## config.mk

```make
export PLATFORM = sky130hd
export DESIGN_NAME = checker_hm
export DESIGN_NICKNAME = d
export VERILOG_FILES = /design/src/rtl/checker_hm_pkg.sv /design/src/rtl/checker_hm_timer.sv /design/src/rtl/checker_hm.sv
export SDC_FILE = /design/constraint.sdc
export NUM_CORES = 1
export LEC_CHECK = 0
export ABC_AREA = 1
export CORE_ASPECT_RATIO = 1.1
export CORE_MARGIN = 2
export CORE_UTILIZATION = 38
export DETAILED_ROUTE_END_ITERATION = 6
export GPL_ROUTABILITY_DRIVEN = 0
export HOLD_SLACK_MARGIN = 0.02
export PLACE_DENSITY = 0.7
export REMOVE_ABC_BUFFERS = 1
export SYNTH_ARGS = -nofsm -noshare
export SYNTH_HDL_FRONTEND = slang
export SYNTH_SLANG_ARGS = --single-unit
```

## constraint.sdc

```tcl
create_clock -name sys_clk -period 2.1 [get_ports sys_clk]
set_clock_uncertainty 0.15 [all_clocks]
set_input_delay 0.315 -clock sys_clk [delete_from_list [all_inputs] [get_ports sys_clk]]
set_output_delay 0.315 -clock sys_clk [all_outputs]
set_load 0.02 [all_outputs]
```

## src/rtl/checker_hm_pkg.sv

```systemverilog
// Shared encodings for the checker host-memory read engine: FSM states and
// completion status codes.
package checker_hm_pkg;

  typedef enum logic [1:0] {
    CHECKER_HM_STATE_IDLE    = 2'd0,
    CHECKER_HM_STATE_REQ     = 2'd1,
    CHECKER_HM_STATE_WAIT_LO = 2'd2,
    CHECKER_HM_STATE_WAIT_HI = 2'd3
  } hm_state_e;

  localparam logic [2:0] CHECKER_HM_CPL_SC  = 3'd0;
  localparam logic [2:0] CHECKER_HM_CPL_CRS = 3'd2;

endpackage

```

## src/rtl/checker_hm_timer.sv

```systemverilog
// Loadable down-counter used as the completion timeout; saturates at zero.
// Only the system reset clears it, a soft abort leaves it alone.
module checker_hm_timer #(
  parameter int TO_W = 16
) (
  input  logic            sys_clk,
  input  logic            sys_rst,
  input  logic            load,
  input  logic [TO_W-1:0] load_val,
  input  logic            en,
  output logic [TO_W-1:0] cnt,
  output logic            expired
);

  logic [TO_W-1:0] cnt_q, cnt_d;

  always_comb begin
    cnt_d = cnt_q;
    if (load) begin
      cnt_d = load_val;
    end else if (en && (cnt_q != '0)) begin
      cnt_d = cnt_q - TO_W'(1);
    end
  end

  always_ff @(posedge sys_clk or negedge sys_rst) begin
    if (!sys_rst) begin
      cnt_q <= '0;
    end else begin
      cnt_q <= cnt_d;
    end
  end

  assign cnt     = cnt_q;
  assign expired = (cnt_q == '0);

endmodule

```

## src/rtl/checker_hm.sv

```systemverilog
// Host-memory read engine: one tagged request, two dword completions, sticky
// end/error/timeout status. CRS re-issue is enabled with CHECKER_HM_RETRY_EN.
module checker_hm
  import checker_hm_pkg::*;
#(
  parameter int TIMEOUT   = 1024,
  parameter int TO_W      = 16,
  parameter int MAX_RETRY = 3
) (
  input  logic        sys_clk,
  input  logic        sys_rst,
  input  logic        hm_rst,
  input  logic        hm_start,
  input  logic [63:0] hm_addr,
  output logic        hm_end,
  output logic        hm_error,
  output logic        hm_timeout,
  output logic [63:0] hm_data,
  output logic        rd_req,
  input  logic        rd_ack,
  output logic [63:0] rd_addr,
  output logic [4:0]  rd_tag,
  input  logic        rd_cpl_valid,
  input  logic [4:0]  rd_cpl_tag,
  input  logic [2:0]  rd_cpl_status,
  input  logic [31:0] rd_cpl_data
);

  if ((TIMEOUT >= (1 << TO_W)) || (TIMEOUT < 0) || (MAX_RETRY < 0)) begin : g_bad_param
    $error("checker_hm: TIMEOUT must fit in TO_W bits and MAX_RETRY must be >= 0");
  end

  hm_state_e   state_q, state_d;
  logic        req_q, req_d;
  logic [63:0] addr_q, addr_d;
  logic [4:0]  tag_q, tag_d;
  logic [63:0] data_q, data_d;
  logic        end_q, end_d;
  logic        error_q, error_d;
  logic        timeout_q, timeout_d;

`ifdef CHECKER_HM_RETRY_EN
  localparam int RW = (MAX_RETRY < 1) ? 1 : $clog2(MAX_RETRY + 1);
  logic [RW-1:0] retry_q, retry_d;
`endif

  logic            timer_load, timer_en, timer_expired;
  logic [TO_W-1:0] timer_cnt;
  logic            beat_hit, tmo_hit;

  checker_hm_timer #(.TO_W(TO_W)) u_timer (
    .sys_clk  (sys_clk),
    .sys_rst  (sys_rst),
    .load     (timer_load),
    .load_val (TO_W'(TIMEOUT)),
    .en       (timer_en),
    .cnt      (timer_cnt),
    .expired  (timer_expired)
  );

  assign beat_hit = rd_cpl_valid && (rd_cpl_tag == tag_q);
  // Fire on the cycle the count steps to zero so the window is exactly TIMEOUT cycles.
  assign tmo_hit  = timer_expired || (timer_cnt == TO_W'(1));

  always_comb begin
    state_d    = state_q;
    req_d      = req_q;
    addr_d     = addr_q;
    tag_d      = tag_q;
    data_d     = data_q;
    end_d      = end_q;
    error_d    = error_q;
    timeout_d  = timeout_q;
    timer_load = 1'b0;
    timer_en   = 1'b0;
`ifdef CHECKER_HM_RETRY_EN
    retry_d    = retry_q;
`endif

    if (hm_rst) begin
      state_d   = CHECKER_HM_STATE_IDLE;
      req_d     = 1'b0;
      data_d    = '0;
      end_d     = 1'b0;
      error_d   = 1'b0;
      timeout_d = 1'b0;
`ifdef CHECKER_HM_RETRY_EN
      retry_d   = '0;
`endif
      if (state_q != CHECKER_HM_STATE_IDLE) tag_d = tag_q + 5'd1;
    end else begin
      case (state_q)
        CHECKER_HM_STATE_IDLE: begin
          if (hm_start) begin
            end_d     = 1'b0;
            timeout_d = 1'b0;
`ifdef CHECKER_HM_RETRY_EN
            retry_d   = '0;
`endif
            if (hm_addr[2:0] != 3'd0) begin
              error_d = 1'b1;
            end else begin
              error_d = 1'b0;
              addr_d  = hm_addr;
              req_d   = 1'b1;
              state_d = CHECKER_HM_STATE_REQ;
            end
          end
        end

        CHECKER_HM_STATE_REQ: begin
          if (rd_ack) begin
            req_d      = 1'b0;
            timer_load = 1'b1;
            state_d    = CHECKER_HM_STATE_WAIT_LO;
          end
        end

        CHECKER_HM_STATE_WAIT_LO,
        CHECKER_HM_STATE_WAIT_HI: begin
          timer_en = 1'b1;
          if (beat_hit) begin
            if (rd_cpl_status == CHECKER_HM_CPL_SC) begin
              if (state_q == CHECKER_HM_STATE_WAIT_LO) begin
                data_d[31:0] = rd_cpl_data;
                state_d      = CHECKER_HM_STATE_WAIT_HI;
              end else begin
                data_d[63:32] = rd_cpl_data;
                end_d         = 1'b1;
                tag_d         = tag_q + 5'd1;
                state_d       = CHECKER_HM_STATE_IDLE;
              end
            end
`ifdef CHECKER_HM_RETRY_EN
            else if ((rd_cpl_status == CHECKER_HM_CPL_CRS) &&
                     (retry_q < RW'(MAX_RETRY))) begin
              retry_d = retry_q + RW'(1);
              tag_d   = tag_q + 5'd1;
              req_d   = 1'b1;
              state_d = CHECKER_HM_STATE_REQ;
            end
`endif
            else begin
              error_d = 1'b1;
              tag_d   = tag_q + 5'd1;
              state_d = CHECKER_HM_STATE_IDLE;
            end
          end else if (tmo_hit) begin
            timeout_d = 1'b1;
            tag_d     = tag_q + 5'd1;
            state_d   = CHECKER_HM_STATE_IDLE;
          end
        end

        default: state_d = CHECKER_HM_STATE_IDLE;
      endcase
    end
  end

  always_ff @(posedge sys_clk or negedge sys_rst) begin
    if (!sys_rst) begin
      state_q   <= CHECKER_HM_STATE_IDLE;
      req_q     <= 1'b0;
      addr_q    <= '0;
      tag_q     <= '0;
      data_q    <= '0;
      end_q     <= 1'b0;
      error_q   <= 1'b0;
      timeout_q <= 1'b0;
`ifdef CHECKER_HM_RETRY_EN
      retry_q   <= '0;
`endif
    end else begin
      state_q   <= state_d;
      req_q     <= req_d;
      addr_q    <= addr_d;
      tag_q     <= tag_d;
      data_q    <= data_d;
      end_q     <= end_d;
      error_q   <= error_d;
      timeout_q <= timeout_d;
`ifdef CHECKER_HM_RETRY_EN
      retry_q   <= retry_d;
`endif
    end
  end

  assign hm_end     = end_q;
  assign hm_error   = error_q;
  assign hm_timeout = timeout_q;
  assign hm_data    = data_q;
  assign rd_req     = req_q;
  assign rd_addr    = addr_q;
  assign rd_tag     = tag_q;

endmodule

```

==> metrics.txt <==
outcome=finished, final reports clean; vias in the first global route=5868; DR WL/cell=13.8 um; First-pass DRT Iterations=4; DRT antenna net count=0; DR WL met3=1.67 mm; post-route cell area=10200 um2; Static Leak=4.81 nW; Crit-path slowest cell=clkdlybuf4s50_1; Synth top area share=0.588; RSZ-0062 raised after global routing=false; Placed Instance Area=9560 um2; GRT Overall Usage=0.202; initial DRC count=255; most common cell after layout, fill and taps aside=nand2_1; clock root buffer=clkbuf_16; clock latency on the worst-skew pair=0.42 ns; Worst path depth=1; GRT overflow=0; clk sinks=155; Final #Nets=1154; largest net degree at the start of global routing=62; Relative slew margins=0.714; CP endpoint kind=output pin; reg-to-reg slack, setup=0.29 ns; die width=130 um; CTS Buf Count=17; critical path startpoint category=register; std cell rows=50; final hold vios=0; met1 wire length=7.56 mm; clk slew on worst S/H paths=0.06 ns; RR Endpoint=u_timer.cnt[14]$_DFFE_PN0P_; I/O Pins=247; highest routed layer=met4; share of cells above drive strength 1=0.0845; f_max=494 MHz; # DRC=0; R2R cell count=8; CP Data Required Time=1.63 ns; power per cell area=1310 nW/um2; total power=0.0134 W; die height=142 um; Synth area leader=dfrtp_1; Ys Warns=0; reg-to-reg startpoint=u_timer.cnt[10]$_DFFE_PN0P_; Final Setup Violations=0; dpl hpwl=13.0 mm; crit-path cells=clkdlybuf4s50_1; Synth cell types=30; core area=17000 um2; Setup CP Type=register to output pin; min Tclk post-route=2.03 ns; largest cells by area after synthesis=dfrtp_1 (59%), nand2_1 (20%), o21ai_0 (3.5%), nor2_1 (2.7%), o21ai_1 (2.5%); Setup Buffers After CTS=0; first-pass GRT wire length=29.3 mm; Post-Place Cells=1254; routed wl met2=8.36 mm; CTS tree=built; Bufs and invs on worst path=1; Critical Path Start=rd_tag[2]$_DFFE_PN0P_; max_cap viols=0; Cell Area, Synth=6600 um2; via count=5863; Worst-Margin Slew=0.429 ns; CTS H-tree lvls=4; CP endpoint=rd_tag[2]; register bit count reported by yosys=155; cell family with most CP delay=buffers and inverters; area of the die=18400 um2; input/output buffers=246; Inserted Diodes=0; Worst VDD drop=0.714 mV; Max Root-Sink Buffers=2; initial antenna violation count=0; final cell count without fillers=1287; commonest cells after routing, fill and taps aside=nand2_1 (347), clkdlybuf4s50_1 (245), dfrtp_1 (155); Pins Over Slew Limit=0; Layout Area Growth over Synthesis=54.3%; worst min path class=primary input to asynchronous set/reset pin; drt total wl=17.8 mm; Crit path largest cell delay=0.69 ns; mean area per synthesized cell=8.61 um2; CP max FO=7; cells after synthesis=766; crit share post-route=0.964; fraction of the yosys area taken by sequential cells=0.588; via density per instance=4.56; crit path DAT=1.56 ns; Initial Util=0.388
## through the flow
stage / setup WS, ns / setup TNS, ns / util / hold slack [ns]
finish: 0.0749 / 0 / 0.598 / 0.240
global route: 0.00785 / 0 / 0.598 / 0.257
CTS: 0.0478 / 0 / 0.598 / 0.247
detailed placement: -0.132 / -6.85 / 0.562 / 0.122
global placement: -0.116 / -5.52 / 0.562 / 0.105
floorplan: -1.05 / -65.76 / - / -0.131
## timing repair
| item | CTS | global route |
|---|---|---|
| endpoints found under the setup margin | 0 | 4 |
| hold buffers | 1 | 0 |
| hold endpoints to repair | 39 | 0 |
| gates resized for setup | 0 | 2 |
## power breakdown
part / leakage (nW) / switching, W / internal [W] / total, W
Combinational: 2.53 / 0.00306 / 0.00261 / 0.00566
Clock: 0.293 / 0.00133 / 0.00180 / 0.00313
Sequential: 1.99 / 0.000618 / 0.00395 / 0.00457
## state kept, by name (all words and copies together), names as in the netlist
name / flops
u_timer.cnt: 16
hm_end: 1
rd_tag: 5
rd_addr: 64
hm_data: 64
hm_timeout: 1
hm_error: 1
rd_req: 1
state_q: 2
## synthesized netlist by cell type (all sizes together)
library cell,n
ha,4
xnor2,1
buf,26
nor3,4
o22ai,1
dfrtp,155
a22oi,1
xor2,7
o21a,1
nor3b,1
nor2,50
nand3b,1
inv,42
a21oi,8
clkbuf,6
nand2,350
nand3,18
nand4,11
o21ai,79
## routing by layer
metal | vias to the layer above | track usage
li1 | 2956 | -
met1 | 2668 | 0.248
met2 | 224 | 0.334
met3 | 15 | 0.0714
met4 | 0 | 0.0634
met5 | - | 0
## cell type report
class                   instances  area (um2)
clock inverters                15         178
clock buffers                  17         425
well taps                     234         293
fillers                      1537        6840
repair buffers                287        2910
inverters                      42         158
flip-flops and latches        155        3880
multi-input cells             537        2330
## cells by family (layout without fill, tap and decap cells)
group                      count (synthesis)  after routing  synth area share
AOI/OAI and AO/OA                         90             90            0.0717
xor gates and xnor gates                   8              8            0.0106
adders and majority gates                  4              4           0.00759
buffers and inverters                     74            361            0.0582
DFF                                      155            155             0.588
and+or+nand+nor                          435            435             0.264
## worst min path at each step
stage	endpoint	slack [ns]	depth (start not counted)
global placement	hm_data[48]$_DFFE_PN0P_	0.11	1
global route	hm_data[42]$_DFFE_PN0P_	0.26	2
CTS	state_q[1]$_DFFE_PN0P_	0.25	2
floorplan	hm_data[0]$_DFFE_PN0P_	-0.13	0
finish	hm_data[48]$_DFFE_PN0P_	0.24	2
detailed placement	hm_data[48]$_DFFE_PN0P_	0.12	1
(Power assumes the default switching activity.)
